`src/rtl/vga_window_resampler.sv`:
```
// Frame-synchronous raster walker: crops a programmable window from the active
// video area, decimates it by an integer step and issues frame-buffer read strobes.
module vga_window_resampler #(
  parameter int DW          = 10,
  parameter int NCH         = 3,
  parameter int CW          = 13,
  parameter int H_TOTAL     = 1056,
  parameter int V_TOTAL     = 628,
  parameter int H_ACT_START = 216,
  parameter int V_ACT_START = 27,
  parameter int H_ACT       = 800,
  parameter int V_ACT       = 600,
  parameter int RD_LEAD     = 2
) (
  input  logic              i_clk,
  input  logic              i_rst_n,
  input  logic              i_start,
  input  logic [CW-1:0]     i_win_x,
  input  logic [CW-1:0]     i_win_y,
  input  logic [CW-1:0]     i_win_w,
  input  logic [CW-1:0]     i_win_h,
  input  logic [3:0]        i_step,
  input  logic              i_mode,
  input  logic [NCH*DW-1:0] i_pix,
  output logic              o_read_request,
  output logic [NCH*DW-1:0] o_pix,
  output logic              o_pix_valid,
  output logic              o_in_win,
  output logic              o_busy,
  output logic              o_finish
);

  localparam int PW = NCH * DW;
  localparam int SW = CW + 1;
  localparam logic [SW-1:0] HS  = SW'(H_ACT_START);
  localparam logic [SW-1:0] HE  = SW'(H_ACT_START + H_ACT);
  localparam logic [SW-1:0] VS  = SW'(V_ACT_START);
  localparam logic [SW-1:0] VE  = SW'(V_ACT_START + V_ACT);
  localparam logic [SW-1:0] RDS = SW'(H_ACT_START - RD_LEAD);
  localparam logic [SW-1:0] RDE = SW'(H_ACT_START + H_ACT - RD_LEAD);
  localparam logic [CW-1:0] H_LAST = CW'(H_TOTAL - 1);
  localparam logic [CW-1:0] V_LAST = CW'(V_TOTAL - 1);

  typedef enum logic [1:0] {S_IDLE, S_RUN, S_DONE} state_t;

  state_t          r_state, w_nextState;
  logic [CW-1:0]   r_h, r_v;
  logic [SW-1:0]   r_xStart, r_xEnd, r_yStart, r_yEnd;
  logic [3:0]      r_step;
  logic            r_mode;
  logic [3:0]      r_phase;
  logic [PW-1:0]   r_hold;
  logic [PW-1:0]   r_pix;
  logic            r_valid, r_inWin, r_rd;

  logic            w_launch, w_frameEnd;
  logic [SW-1:0]   w_hExt, w_vExt;
  logic            w_hAct, w_vAct, w_inWin, w_rdCond;
  logic            w_lineStart, w_last, w_sample;
  logic [3:0]      w_phase;
  logic [PW-1:0]   w_holdNow;

  assign w_launch   = (r_state == S_IDLE) && i_start;
  assign w_frameEnd = (r_h == H_LAST) && (r_v == V_LAST);

  always_ff @(posedge i_clk or negedge i_rst_n) begin
    if (!i_rst_n) r_state <= S_IDLE;
    else          r_state <= w_nextState;
  end

  always_comb begin
    w_nextState = r_state;
    case (r_state)
      S_IDLE:  if (i_start) w_nextState = S_RUN;
      S_RUN:   if (w_frameEnd) w_nextState = S_DONE;
      S_DONE:  w_nextState = S_IDLE;
      default: w_nextState = S_IDLE;
    endcase
  end

  // Raster counters and the per-frame configuration snapshot.
  always_ff @(posedge i_clk or negedge i_rst_n) begin
    if (!i_rst_n) begin
      r_h      <= '0;
      r_v      <= '0;
      r_xStart <= '0;
      r_xEnd   <= '0;
      r_yStart <= '0;
      r_yEnd   <= '0;
      r_step   <= '0;
      r_mode   <= 1'b0;
    end else if (w_launch) begin
      r_h      <= '0;
      r_v      <= '0;
      r_xStart <= HS + SW'(i_win_x);
      r_xEnd   <= HS + SW'(i_win_x) + SW'(i_win_w);
      r_yStart <= VS + SW'(i_win_y);
      r_yEnd   <= VS + SW'(i_win_y) + SW'(i_win_h);
      r_step   <= (i_step == 4'd0) ? 4'd1 : i_step;
      r_mode   <= i_mode;
    end else if (r_state == S_RUN) begin
      if (r_h == H_LAST) begin
        r_h <= '0;
        r_v <= (r_v == V_LAST) ? '0 : r_v + 1'b1;
      end else begin
        r_h <= r_h + 1'b1;
      end
    end
  end

  assign w_hExt   = SW'(r_h);
  assign w_vExt   = SW'(r_v);
  assign w_hAct   = (w_hExt >= HS) && (w_hExt < HE);
  assign w_vAct   = (w_vExt >= VS) && (w_vExt < VE);
  assign w_inWin  = (r_state == S_RUN) && w_hAct && w_vAct &&
                    (w_hExt >= r_xStart) && (w_hExt < r_xEnd) &&
                    (w_vExt >= r_yStart) && (w_vExt < r_yEnd);
  assign w_rdCond = (r_state == S_RUN) && w_vAct && (w_hExt >= RDS) && (w_hExt < RDE);

  // Horizontal blanking separates lines, so a rising in-window edge marks a window line start.
  assign w_lineStart = w_inWin && !r_inWin;
  assign w_phase     = w_lineStart ? 4'd0 : r_phase;
  assign w_last      = (w_phase == r_step - 4'd1);
  assign w_sample    = w_inWin && w_last;
  assign w_holdNow   = w_lineStart ? '0 : r_hold;

  always_ff @(posedge i_clk or negedge i_rst_n) begin
    if (!i_rst_n) begin
      r_inWin <= 1'b0;
      r_rd    <= 1'b0;
      r_valid <= 1'b0;
      r_pix   <= '0;
      r_phase <= '0;
      r_hold  <= '0;
    end else begin
      r_inWin <= w_inWin;
      r_rd    <= w_rdCond;
      r_valid <= w_sample;
      if (!w_inWin)    r_pix <= '0;
      else if (w_sample) r_pix <= i_pix;
      else if (r_mode) r_pix <= w_holdNow;
      else             r_pix <= '0;
      if (w_inWin) r_phase <= w_last ? 4'd0 : w_phase + 4'd1;
      if (w_sample)         r_hold <= i_pix;
      else if (w_lineStart) r_hold <= '0;
    end
  end

  assign o_read_request = r_rd;
  assign o_pix          = r_pix;
  assign o_pix_valid    = r_valid;
  assign o_in_win       = r_inWin;
  assign o_busy         = (r_state == S_RUN);
  assign o_finish       = (r_state == S_DONE);

endmodule

```
`config.mk`:
```
export PLATFORM = sky130hd
export DESIGN_NAME = vga_window_resampler
export DESIGN_NICKNAME = d
export VERILOG_FILES = /design/src/rtl/vga_window_resampler.sv
export SDC_FILE = /design/constraint.sdc
export NUM_CORES = 1
export LEC_CHECK = 0
export BUFFER_PORTS_ARGS = -buffer_cell sky130_fd_sc_hd__buf_4
export CORE_MARGIN = 1
export CORE_UTILIZATION = 40
export CTS_BUF_LIST = sky130_fd_sc_hd__clkbuf_16
export DETAILED_ROUTE_END_ITERATION = 6
export PLACE_DENSITY = 0.65
export SETUP_SLACK_MARGIN = 0.02
export SLEW_MARGIN = 10
export SYNTH_ARGS = -nofsm -noshare
export SYNTH_HDL_FRONTEND = slang
export SYNTH_SLANG_ARGS = --single-unit
```
`constraint.sdc`:
```
create_clock -name i_clk -period 2.9 [get_ports i_clk]
set_input_delay 0 -clock i_clk [delete_from_list [all_inputs] [get_ports i_clk]]
set_output_delay 0 -clock i_clk [all_outputs]
set_load 0.02 [all_outputs]
```
Word-level counts from Yosys, hierarchy flattened:

Index checks and enable logic that the tools add are counted.

* add/sub/neg operators: 8
* order comparisons: 10
* eq/ne operators: 7
* muxes and demuxes: 18
* reductions and logical operators: 22

Operators by type and width (number)
* $mux 30: 5
* $mux 13: 7
* $lt 13x10->1 const B: 3
* $add 14x13->14: 2
* $ge 13x14->1: 2
* $lt 13x14->1: 2
* $add 13x1->13 const B: 2
* $ge 13x8->1 const B: 2
* $logic_and 1x1->1: 15
* $add 5x13->14 const A: 1
* $add 8x13->14 const A: 1
* $eq 13x10->1 const B: 1
* $eq 13x11->1 const B: 1
* $ge 13x5->1 const B: 1
* $mux 4: 3
* $add 4x1->4 const B: 1
* $eq 4x4->1: 1
* $logic_not 4->1: 1
* $mux 2: 2
* $pmux 2 s2: 1
* $reduce_and 2->1: 2
* $reduce_bool 2->1: 2
* $sub 4x1->4 const B: 1
* $eq 2x1->1 const B: 1
* 5 further kinds: 5

* bits in registers: 156
* input port bits: 90

Longest topological paths before layout:

Gate-level depths: netlist of run 1.

* word-level depth: 14
* gate-level depth with buffers: 14

Worst setup path after synthesis of run 1:

Ideal clock, no wire load.

* kind: register -> register
* start: register r_v[7]
* end: register r_pix[10] (netlist: o_pix[10])
* setup time: 0.121 ns
* arrival: 2.901 ns
* path slack: -0.122 ns
* stages on the path, launching flop included: 13
* buffers on the path: 3
* clock period less this slack: 3.022 ns
* path through: dfrtp_1 ha_1 a21o_1 a211o_1 a41oi_1 o211ai_1 o2111a_1 o32a_1 buf_2 and2_4 buf_6 buf_6 a22o_1

* word-level cells in the longest chain between the ends: 13

Ends and longest elaborated chain
* from (decl): RTL line 47 `logic [CW-1:0] r_h, r_v;`
* from (signal assigned): RTL line 104 `r_v <= (r_v == V_LAST) ? '0 : r_v + 1'b1;`
* $ge 13x5->1 or $lt 13x10->1 (tied branches): RTL line 114 `assign w_vAct = (w_vExt >= VS) && (w_vExt < VE);`
* $logic_and 1x1->1: RTL line 114
* $logic_and 1x1->1 (2 in series): RTL line 115 `assign w_inWin = (r_state == S_RUN) && w_hAct && w_vAct &&`
* $logic_and 1x1->1 (2 in series): RTL line 116 `(w_hExt >= r_xStart) && (w_hExt < r_xEnd) &&`
* $logic_and 1x1->1 (*): RTL line 117 `(w_vExt >= r_yStart) && (w_vExt < r_yEnd);`
* $logic_and 1x1->1: RTL line 121 `assign w_lineStart = w_inWin && !r_inWin;`
* $mux 4: RTL line 122 `assign w_phase = w_lineStart ? 4'd0 : r_phase;`
* $eq 4x4->1: RTL line 123 `assign w_last = (w_phase == r_step - 4'd1);`
* $logic_and 1x1->1: RTL line 124 `assign w_sample = w_inWin && w_last;`
* $mux 30: RTL line 140 `else if (w_sample) r_pix <= i_pix;`
* $mux 30 (*): RTL line 139 `if (!w_inWin) r_pix <= '0;`
* to (signal assigned): RTL line 140
* to (signal assigned): RTL line 141 `else if (r_mode) r_pix <= w_holdNow;`
* to (decl): RTL line 53 `logic [PW-1:0] r_pix;`

Mark *: on every way between the ends. The rest lies on a longest branch, timed or not.
A chain may end at the register's enable or synchronous reset.

Final worst setup path of run 1:

* start: register r_v[11]
* end: register r_hold[2]

* word-level cells in the longest chain between the ends: 12

Ends and longest elaborated chain
* $ge 13x5->1 or $lt 13x10->1 (tied branches): RTL line 114
* $logic_and 1x1->1: RTL line 114
* $logic_and 1x1->1 (2 in series): RTL line 115
* $logic_and 1x1->1 (2 in series): RTL line 116
* $logic_and 1x1->1 (*): RTL line 117
* $logic_and 1x1->1: RTL line 121
* $mux 4: RTL line 122
* $eq 4x4->1: RTL line 123
* $logic_and 1x1->1: RTL line 124
* $mux 30 (*): RTL line 144 `if (w_sample) r_hold <= i_pix;`
* to (signal assigned): RTL line 144
* to (decl): RTL line 52 `logic [PW-1:0] r_hold;`

Marked as above.

==> impl_metrics.toml, run 1 <==
[synthesis]
synth_area_leader_cell = "dfrtp_1"
synth-edff-count = 0
ys_types = 63
synth_most_common_cell = "nand2_1"
synth_top_area_frac = 0.4146
syn_avg_cell_area_um2 = 9.018
seq_area_frac_synth = 0.4146
ys_warn_count = 0
syn-num-nets = 1219
synthCells = 1044
synthTopCellsByArea = "dfrtp_1 41%, ha_1 11%, nand2_1 6.4%"
synth_common_cells = "160 x nand2_1, 156 x dfrtp_1, 101 x o21ai_0"
yosys_register_bits = 156
syn_area_um2 = 9415
synthFlopType = "dfrtp_1"
ys_async_sr_fraction = 1.000

[routing]
dr.pass1.iters = 4
wl_met3_um = 761
topRoutingLayerUsed = "met4"
vias = 8405
ant_nets = 0
vias_per_cell = 5.097
wl_um = 24970
drcViolationCount = 0
drtIter0Drc = 360
post_drt_wl_per_cell_um = 15.14
wl_met2_um = 11830
wl_met1_um = 11990

[worst_setup_path]
critPathLaunch = "r_v[11]"
cp_num_buf_inv = 4
crit_path_top_delay_cell = "dfrtp_2"
endpoint_kind = "flip-flop"
path_delay_family = "compound AO/OA/AOI/OAI gates"
arrival_ps = 3420
crit_cells = 14
crit_chain = "buf_6 > ha_4 > a211oi_4 > nor3_4 > buf_4 > nor2_2 > o211ai_1 > o211ai_1 > buf_4 > o41ai_2 > o32a_1 > and2_4 > buf_12 > mux2i_2"
reg2reg_from = "r_v[11]"
cp.required_ps = 3230
r2r_cells = 14
rrSetupSlack_ps = -190
startpoint_type = "flip-flop"
crit_type = "reg -> reg"
critPathMaxFanout = 8
worstReg2RegEnd = "r_hold[2]"
cpPeakStageDelay_ps = 450
cp-endpoint = "r_hold[2]"

[clock_tree]
clk_pin_slew_worst_paths_ps = 60
cts_sinks = 156
root_buffer = "clkbuf_16"
clk_path_buf_depth = 2
insertion_delay_ps = 430
htree_levels = 4
cts_inserted_buffers = 17
cts_tree = "done"

[power]
clkPwrFrac = 0.432
p_switching_mw = 1.235
power_density_nw_per_um2 = 368.5
total_power_mw = 4.902
peakVddDrop_v = 0.0002631
seqPwrFrac = 0.444
netSwitchingFraction = 0.2519
combPwrFrac = 0.124
power.leakage_nw = 6.244
p_int_mw = 3.667

[sta]
max_freq_mhz = 323.1
skew_ps = 12.76
final_hold_viol_count = 0
rsz0062_at_grt = "true"
worst_pin_slew_ps = 763.6
slew_viol_final = 0
setup_slack_ps = -194.7
fin_tns_setup_ps = -9018
min_period_over_period = 1.067
min_period_ps = 3095
setup_viol = 64
max_slew_margin = 0.4909

[place]
dpl.hpwl_um = 16420
gp_congestion = 0.8836
port_buffers = 124
dp_slack_ps = -183.2

[floorplanning]
initial_core_util = 0.4121
dieArea_um2 = 24160
die-height_um = 155.4
ioPinCount = 125
coreArea_um2 = 22850
die_width_um = 155.4
fp-row-count = 55

[run]
drv_cap = 0

[global_routing]
grt_start_max_net_pins = 77
antenna_found_initial = 0
grt_usage = 0.2111
grt-ovfl-total = 0
grt_pass1_wl_um = 40700
first_global_vias = 8380

[finish]
drive_above_1_share = 0.2642
antennaDiodeCount = 0
num-nets-final = 1498
synthToLayoutAreaGrowth_pct = 41.29

[hold_path]
worstHoldPathType = "in -> reg"

[status]
outcome = "finished with violations"
violations = "negative setup slack"
==> worst min path at each step <==
| stage | startpoint | endpoint | depth (start not counted) | slack (ps) |
|---|---|---|---|---|
| 6_report | i_win_x[4] | r_xStart[4] | 4 | 6 |
| 5_1_grt | i_win_y[1] | r_yStart[1] | 4 | 30 |
| 3_5_place_dp | i_rst_n | o_pix[19] | 1 | 100 |
| 4_1_cts | i_win_x[4] | r_xStart[4] | 4 | 0.6 |
| 2_1_floorplan | i_rst_n | o_in_win | 0 | -300 |
| 3_3_place_gp | i_rst_n | o_pix[19] | 1 | 90 |
==> registers in the layout, summed over array words and instances (netlist names) <==
name / flops
o_pix: 30
r_hold: 30
r_xEnd: 14
r_xStart: 14
r_yEnd: 14
r_yStart: 14
r_h: 13
r_v: 13
r_phase: 4
r_step: 4
r_state: 2
o_in_win: 1
o_pix_valid: 1
o_read_request: 1
r_mode: 1
==> logic make-up after synthesis <==
kind of cell	Yosys count	synth area share
buf+inv	140	0.06020
mux	19	0.02020
xor+xnor	47	0.04372
simple gates	342	0.1797
compound gates	255	0.1670
fa+ha+maj	85	0.1146
flops	156	0.4146
==> power by group through the flow <==
stage          Sequential, mW  Clock [mW]  Combinational (mW)
4_1_cts                  2.18        2.16               0.602
6_report                 2.18        2.12               0.610
3_5_place_dp             2.22           0               0.530
2_1_floorplan            2.22           0               0.295
3_3_place_gp             2.22           0               0.525
5_1_grt                  2.17        2.26               0.684
==> through the flow <==
| stage | utilization | cell area, µm² | hold slack [ps] | instances |
|---|---|---|---|---|
| floorplan | - | 9459 | -295.6 | 1044 |
| global placement | 0.4936 | 11280 | 89.03 | 1522 |
| detailed placement | 0.4936 | 11280 | 95.22 | 1522 |
| CTS | 0.5650 | 12910 | 0.6391 | 1639 |
| global route | 0.5823 | 13300 | 32.73 | 1649 |
| finish | 0.5823 | 13300 | 5.657 | 1649 |
==> cell usage in the layout (no fill, tap or decap), types with 7 or more instances in the layout <==
master / synthesis / routed
a21oi_2: 0 / 7
buf_12: 0 / 7
nand2b_1: 13 / 12
inv_1: 99 / 98
mux2i_1: 19 / 16
dfrtp_2: 0 / 11
a21oi_1: 56 / 49
nand3_1: 26 / 26
nor2_1: 41 / 35
nand2_1: 160 / 158
buf_4: 0 / 212
ha_1: 83 / 70
nor3_1: 18 / 16
clkbuf_16: 0 / 18
o21ai_0: 101 / 96
xor2_1: 24 / 24
and3_1: 9 / 9
ha_4: 0 / 12
nand4b_1: 21 / 21
o31ai_1: 9 / 8
xnor2_1: 23 / 23
a22o_1: 25 / 25
buf_6: 5 / 11
nand4_1: 8 / 8
nor2b_1: 10 / 10
dlygate4sd3_1: 0 / 65
a21o_1: 11 / 11
dfrtp_1: 156 / 145
==> layer usage <==
| layer | GRT usage | vias to the layer above |
|---|---|---|
| li1 | - | 4195 |
| met1 | 0.2826 | 3995 |
| met2 | 0.3536 | 192 |
| met3 | 0.02563 | 23 |
| met4 | 0.06956 | 0 |
| met5 | 0 | - |
==> worst register-to-register path: cells and delay by family (launching register included) <==
kind | cells | cell delay, ps
fa+ha+maj | 1 | 270
flops | 1 | 450
simple gates | 3 | 490
mux | 1 | 230
buf+inv | 4 | 650
compound gates | 5 | 900
==> final cells by class <==
type,instances,area [µm²]
Timing Repair Buffer,301,2656
Inverter,99,371.6
Tap cell,313,391.6
Multi-Input combinational cell,748,5414
Fill cell,2036,9544
Sequential cell,156,3918
Clock buffer,17,425.4
Clock inverter,15,126.4
==> what timing repair did <==
item	4_1_cts	5_1_grt
gates cloned	6	1
gates resized for setup	47	66
endpoints found under the setup margin	65	68
pin swaps	40	35
endpoints found under the hold margin	166	0
setup buffers	15	11
hold buffers	65	0
Power figures use the tool's default switching activity.
==> run 2: changes to the inputs <==
==> constraint.sdc (replaced) <==
create_clock -name i_clk -period 2.9 [get_ports i_clk]
set_input_delay 0.58 -clock i_clk [delete_from_list [all_inputs] [get_ports i_clk]]
set_output_delay 0.58 -clock i_clk [all_outputs]
set_load 0.02 [all_outputs]
==> run 2 against run 1 <==
Utilization is 2.7 points lower. Clock power is 3% higher. The run still ends with negative setup slack left. Maximum frequency is 1.3% higher. Final cell count is 1.1% lower. Worst hold slack better by 120 ps. Combinational power is 5.9% higher. Total power is 2.3% higher. Count of clock-buffer cells in the layout stayed put. Global-route usage is 0.72 points lower. Largest power group is now the clock network. Design area is 4.6% lower. Sequential share of layout area is 1.4 points higher. First-iteration DRC count is 3.1% lower. Critical path type unchanged.
==> impl_metrics.toml, run 2 (synthesized netlist as in run 1, its figures left out) <==
[floorplanning]
die-height_um = 155.4
die_width_um = 155.4
dieArea_um2 = 24160
ioPinCount = 125
coreArea_um2 = 22850
initial_core_util = 0.4121
fp-row-count = 55

[sta]
max_freq_mhz = 327.4
rsz0062_at_grt = "true"
hold_ws_ps = 128.3
min_period_ps = 3054
setup_viol = 63
worst_pin_slew_ps = 743.7
skew_ps = 8.374
setup_slack_ps = -154.4
final_hold_viol_count = 0
slew_viol_final = 0
max_slew_margin = 0.5042
min_period_over_period = 1.053

[finish]
final_cells = 1631
synthToLayoutAreaGrowth_pct = 34.78
ff_latch_area_um2 = 3918
num-nets-final = 1480
final_common_cell = "buf_4"
antennaDiodeCount = 0
fill_cells = 2087
multiInputGateArea_um2 = 5201
most-common-layout-cells = "268 x buf_4, 159 x nand2_1, 145 x dfrtp_1"
drive_above_1_share = 0.2868

[hold_path]
worstHoldPathType = "in -> async"

[worst_setup_path]
crit_path_top_delay_cell = "dfrtp_2"
r2r_cells = 12
arrival_ps = 3400
endpoint_kind = "flip-flop"
cp.required_ps = 3240
cpPeakStageDelay_ps = 450
crit_chain = "ha_4 > a211oi_2 > nor3_2 > a41oi_2 > nor4_4 > nand4_2 > o2111a_1 > o32a_1 > buf_4 > buf_4 > nand4b_1 > a21oi_1"
crit_top_cell = "buf_4"
crit_type = "reg -> reg"
critPathMaxFanout = 12
startpoint_type = "flip-flop"

[clock_tree]
clk_pin_slew_worst_paths_ps = 60
cts_inserted_buffers = 17
clk_path_buf_depth = 2
htree_levels = 4
cts_tree = "done"
root_buffer = "clkbuf_16"
insertion_delay_ps = 420
cts_sinks = 156

[power]
peakVddDrop_v = 0.0003065
power.leakage_nw = 6.136
power_density_nw_per_um2 = 395.0

[place]
dpl.hpwl_um = 16760
dp.cells = 1579
port_buffers = 124
gp_congestion = 0.8786

[status]
outcome = "finished with violations"
violations = "negative setup slack"

[routing]
dr.pass1.iters = 5
drtIter0Drc = 349
drcViolationCount = 0
vias_per_cell = 5.002
vias = 8159
post_drt_wl_per_cell_um = 14.15
wl_um = 23070
ant_nets = 0

[run]
drv_cap = 0

[global_routing]
grt_pass1_wl_um = 39940
first_global_vias = 8260
grt_start_max_net_pins = 59
grt_usage = 0.2038
antenna_found_initial = 0
grt-ovfl-total = 0
## run 2: cell types whose count changed in the layout (fill, tap and decap cells not counted), sizes merged
cell / delta
dlygate4sd3: -65
clkbuf: -1
buf: +48
bufinv: +1
inv: -4
clkinvlp: +1
clkinv: +2
## run 2: what timing repair did
item | in CTS | in global routing
pin swaps | 35 | 14
buffers inserted | 15 | 3
cloned | 3 | 0
hold buffers | 0 | 0
resized for setup | 60 | 16
hold endpoints to repair | 0 | 0
endpoints found under the setup margin | 64 | 69
## run 2: layout make-up
class                           count  share of cell area
Clock buffer                       17             0.03352
Clock inverter                     15             0.01183
Inverter                           99             0.02928
Multi-Input combinational cell    748              0.4099
Sequential cell                   156              0.3087
Tap cell                          313             0.03086
Timing Repair Buffer              283              0.1759
## run 2: through the flow
| step | TNS, ps | power, mW | setup slack, ps | area [µm²] | utilization |
|---|---|---|---|---|---|
| finish | -6447 | 5.013 | -154.4 | 12690 | 0.5554 |
| global route | -17560 | 5.240 | -345.3 | 12690 | 0.5554 |
| CTS | -3122 | 5.059 | -97.88 | 12630 | 0.5526 |
| detailed placement | -13920 | 2.856 | -299.4 | 11660 | 0.5104 |
| global placement | -8710 | 2.848 | -242.8 | 11660 | 0.5104 |
| floorplan | -800.5 | 2.515 | -38.38 | 9464 | - |
## run 2: path summary, 6_finish.rpt
kind | startpoint | to | slack, ps
max in group asynchronous | i_rst_n | r_h[7] | 1990
worst min-delay path | i_rst_n | o_pix[15] | 130
worst max register to register | r_v[11] | o_pix[20] | -150
worst min register to register | r_xEnd[0] | r_xEnd[0] | 490
min in group i_clk | i_mode | r_mode | 340
worst max-delay path | r_v[11] | o_pix[20] | -150
## run 2: critical path, delay by kind of cell, from the launching register on
family | cells | cell delay, ps
AND/OR/NAND/NOR | 4 | 930
buffers and inverters | 2 | 330
flip-flops | 1 | 450
AO/OA/AOI/OAI | 5 | 980
adder cells (fa/ha/maj) | 1 | 290
## run 2: routing by layer
metal | up-vias | part of all wire | global-route usage
li1 | 4164 | - | -
met1 | 3796 | 0.49 | 0.2838
met5 | - | 0 | 0
met3 | 24 | 0.037 | 0.02869
met2 | 175 | 0.46 | 0.3295
met4 | 0 | 0.015 | 0.05836
## run 2: report_power, final
group	internal (mW)	leakage (nW)	total (mW)	switching [mW]
registers	2.18	1.90	2.18	0
clock network	1.26	0.268	2.19	0.928
logic	0.346	3.97	0.646	0.301
total	3.78	6.14	5.01	1.23
==> run 3: changes to the inputs <==
CORE_UTILIZATION = 53   (was 40)
PLACE_DENSITY = 0.81   (was 0.65)
clock period = 2.7 ns   (was 2.9 ns; I/O delays follow)
==> run 3 against run 2 <==
Non-clock buffer count increased by 46. Maximum frequency decreased by 4.3%. Global-route usage increased by 7.0 points. Critical endpoint is now r_hold[11]. The run still ends with negative setup slack left. Worst hold slack got worse by 32 ps. Via count increased by 11%. Critical path depth increased by 2. Sequential power increased by 7%. Final cell count decreased by 2.7%. Clock power increased by 9.1%.
==> impl_metrics.toml, run 3 (synthesized netlist as in run 1, its figures left out) <==
[power]
clkPwrFrac = 0.435
p_switching_mw = 1.318
power_density_nw_per_um2 = 417.5
power.leakage_nw = 6.465
seqPwrFrac = 0.426
peakVddDrop_v = 0.0004507
netSwitchingFraction = 0.2398
total_power_mw = 5.494
combPwrFrac = 0.140
p_int_mw = 4.176

[worst_setup_path]
reg2reg_from = "r_v[12]"
rrSetupSlack_ps = -490
crit_type = "reg -> reg"
cp.required_ps = 3040
startpoint_type = "flip-flop"
r2r_cells = 14
critPathMaxFanout = 7
arrival_ps = 3530
worstReg2RegEnd = "r_hold[11]"
endpoint_kind = "flip-flop"

[finish]
antennaDiodeCount = 0
final_cells = 1587
post-route-cell-area_um2 = 13160
final_common_cell = "buf_4"
drive_above_1_share = 0.3260
most-common-layout-cells = "310 x buf_4, 159 x nand2_1, 150 x dfrtp_1"
num-nets-final = 1526
synthToLayoutAreaGrowth_pct = 39.76

[place]
dp_slack_ps = -938.2
dpl.hpwl_um = 17310
port_buffers = 124
dpl_cell_area_um2 = 11930
dp.cells = 1536
gp_congestion = 0.9426

[routing]
drtIter0Drc = 633
wl_um = 25810
vias_per_cell = 5.696
vias = 9039
dr.pass1.iters = 6
ant_nets = 0
drcViolationCount = 0
post_drt_wl_per_cell_um = 16.26

[sta]
min_period_over_period = 1.181
max_slew_margin = 0.4904
max_freq_mhz = 313.5
setup_viol = 65
min_period_ps = 3190
rsz0062_at_grt = "true"
slew_viol_final = 0
final_hold_viol_count = 0
hold_ws_ps = 96.33
setup_slack_ps = -490.0
worst_pin_slew_ps = 761.7
skew_ps = 8.069

[floorplanning]
ioPinCount = 125
coreArea_um2 = 17300
dieArea_um2 = 18300
initial_core_util = 0.5443
die_width_um = 135.3
die-height_um = 135.3
fp-row-count = 48

[clock_tree]
cts_inserted_buffers = 17
clk_pin_slew_worst_paths_ps = 60
insertion_delay_ps = 430
root_buffer = "clkbuf_16"
htree_levels = 4
cts_tree = "done"
clk_path_buf_depth = 2
cts_sinks = 156

[status]
outcome = "finished with violations"
violations = "negative setup slack"

[run]
drv_cap = 0

[global_routing]
first_global_vias = 8575
grt_start_max_net_pins = 63
grt_usage = 0.2741
antenna_found_initial = 0
grt-ovfl-total = 0
grt_pass1_wl_um = 39930

[hold_path]
worstHoldPathType = "in -> async"
==> run 3: cell count changes in the layout (fill, tap and decap cells not counted), moves of 4 or more <==
cell and delta:
a21oi_2 +10, a21oi_1 -10, buf_4 +42, o21ai_0 -4, dfrtp_1 +5, dfrtp_2 -5, ha_1 -4
==> run 3: final cells by class <==
type                    count  area, µm²
multi-input cells         748       5381
fillers                  1142       4138
flip-flops and latches    156       3911
repair buffers            329       2633
clock buffers              17      425.4
inverters                  99      371.6
well taps                 225      281.5
clock inverters            13      155.1
==> run 3: repair_timing <==
item / in CTS / in global routing
hold endpoints to repair: 0 / 0
setup buffers: 10 / 9
endpoints found under the setup margin: 67 / 78
hold buffers: 0 / 0
pin swaps: 26 / 29
resized for setup: 29 / 58
gates cloned: 1 / 2
==> run 3: worst max path at each step <==
stage,from,to,slack (ps)
detailed placement,r_v[11],o_pix[25],-940
CTS,r_state[1],r_hold[19],-430
global placement,r_v[2],o_pix[14],-840
global route,r_v[12],r_hold[13],-610
floorplan,r_v[11],o_pix[10],-240
finish,r_v[12],r_hold[11],-490
==> run 3: metal layers <==
metal  vias up  GRT usage  wire length, µm
li1       4256          -                -
met1      4336     0.3587            10840
met2       388     0.4587            12680
met3        59    0.04602             1634
met4         0    0.09426              658
met5         -          0                0
==> run 3: critical path, cell delays in order, from the launching register on <==
cell	delay [ps]
dfrtp_1	460
ha_4	320
nor2_1	50
nor3_2	300
buf_4	170
nor2_1	40
o211ai_1	140
o211ai_1	200
buf_4	180
o41ai_2	270
o32a_1	230
buf_6	130
and2_4	230
buf_12	160
mux2i_1	210
==> run 3: stage by stage <==
step | TNS (ps) | util
finish | -28640 | 0.7608
CTS | -23720 | 0.7376
global route | -35820 | 0.7608
floorplan | -9856 | -
detailed placement | -41070 | 0.6897
global placement | -33960 | 0.6897
==> run 3: power by group through the flow <==
stage / combinational (mW) / clock [mW] / sequential [mW]
2_1_floorplan: 0.332 / 0 / 2.38
3_3_place_gp: 0.706 / 0 / 2.38
3_5_place_dp: 0.729 / 0 / 2.38
4_1_cts: 0.741 / 2.41 / 2.34
5_1_grt: 0.844 / 2.50 / 2.34
6_report: 0.768 / 2.39 / 2.34
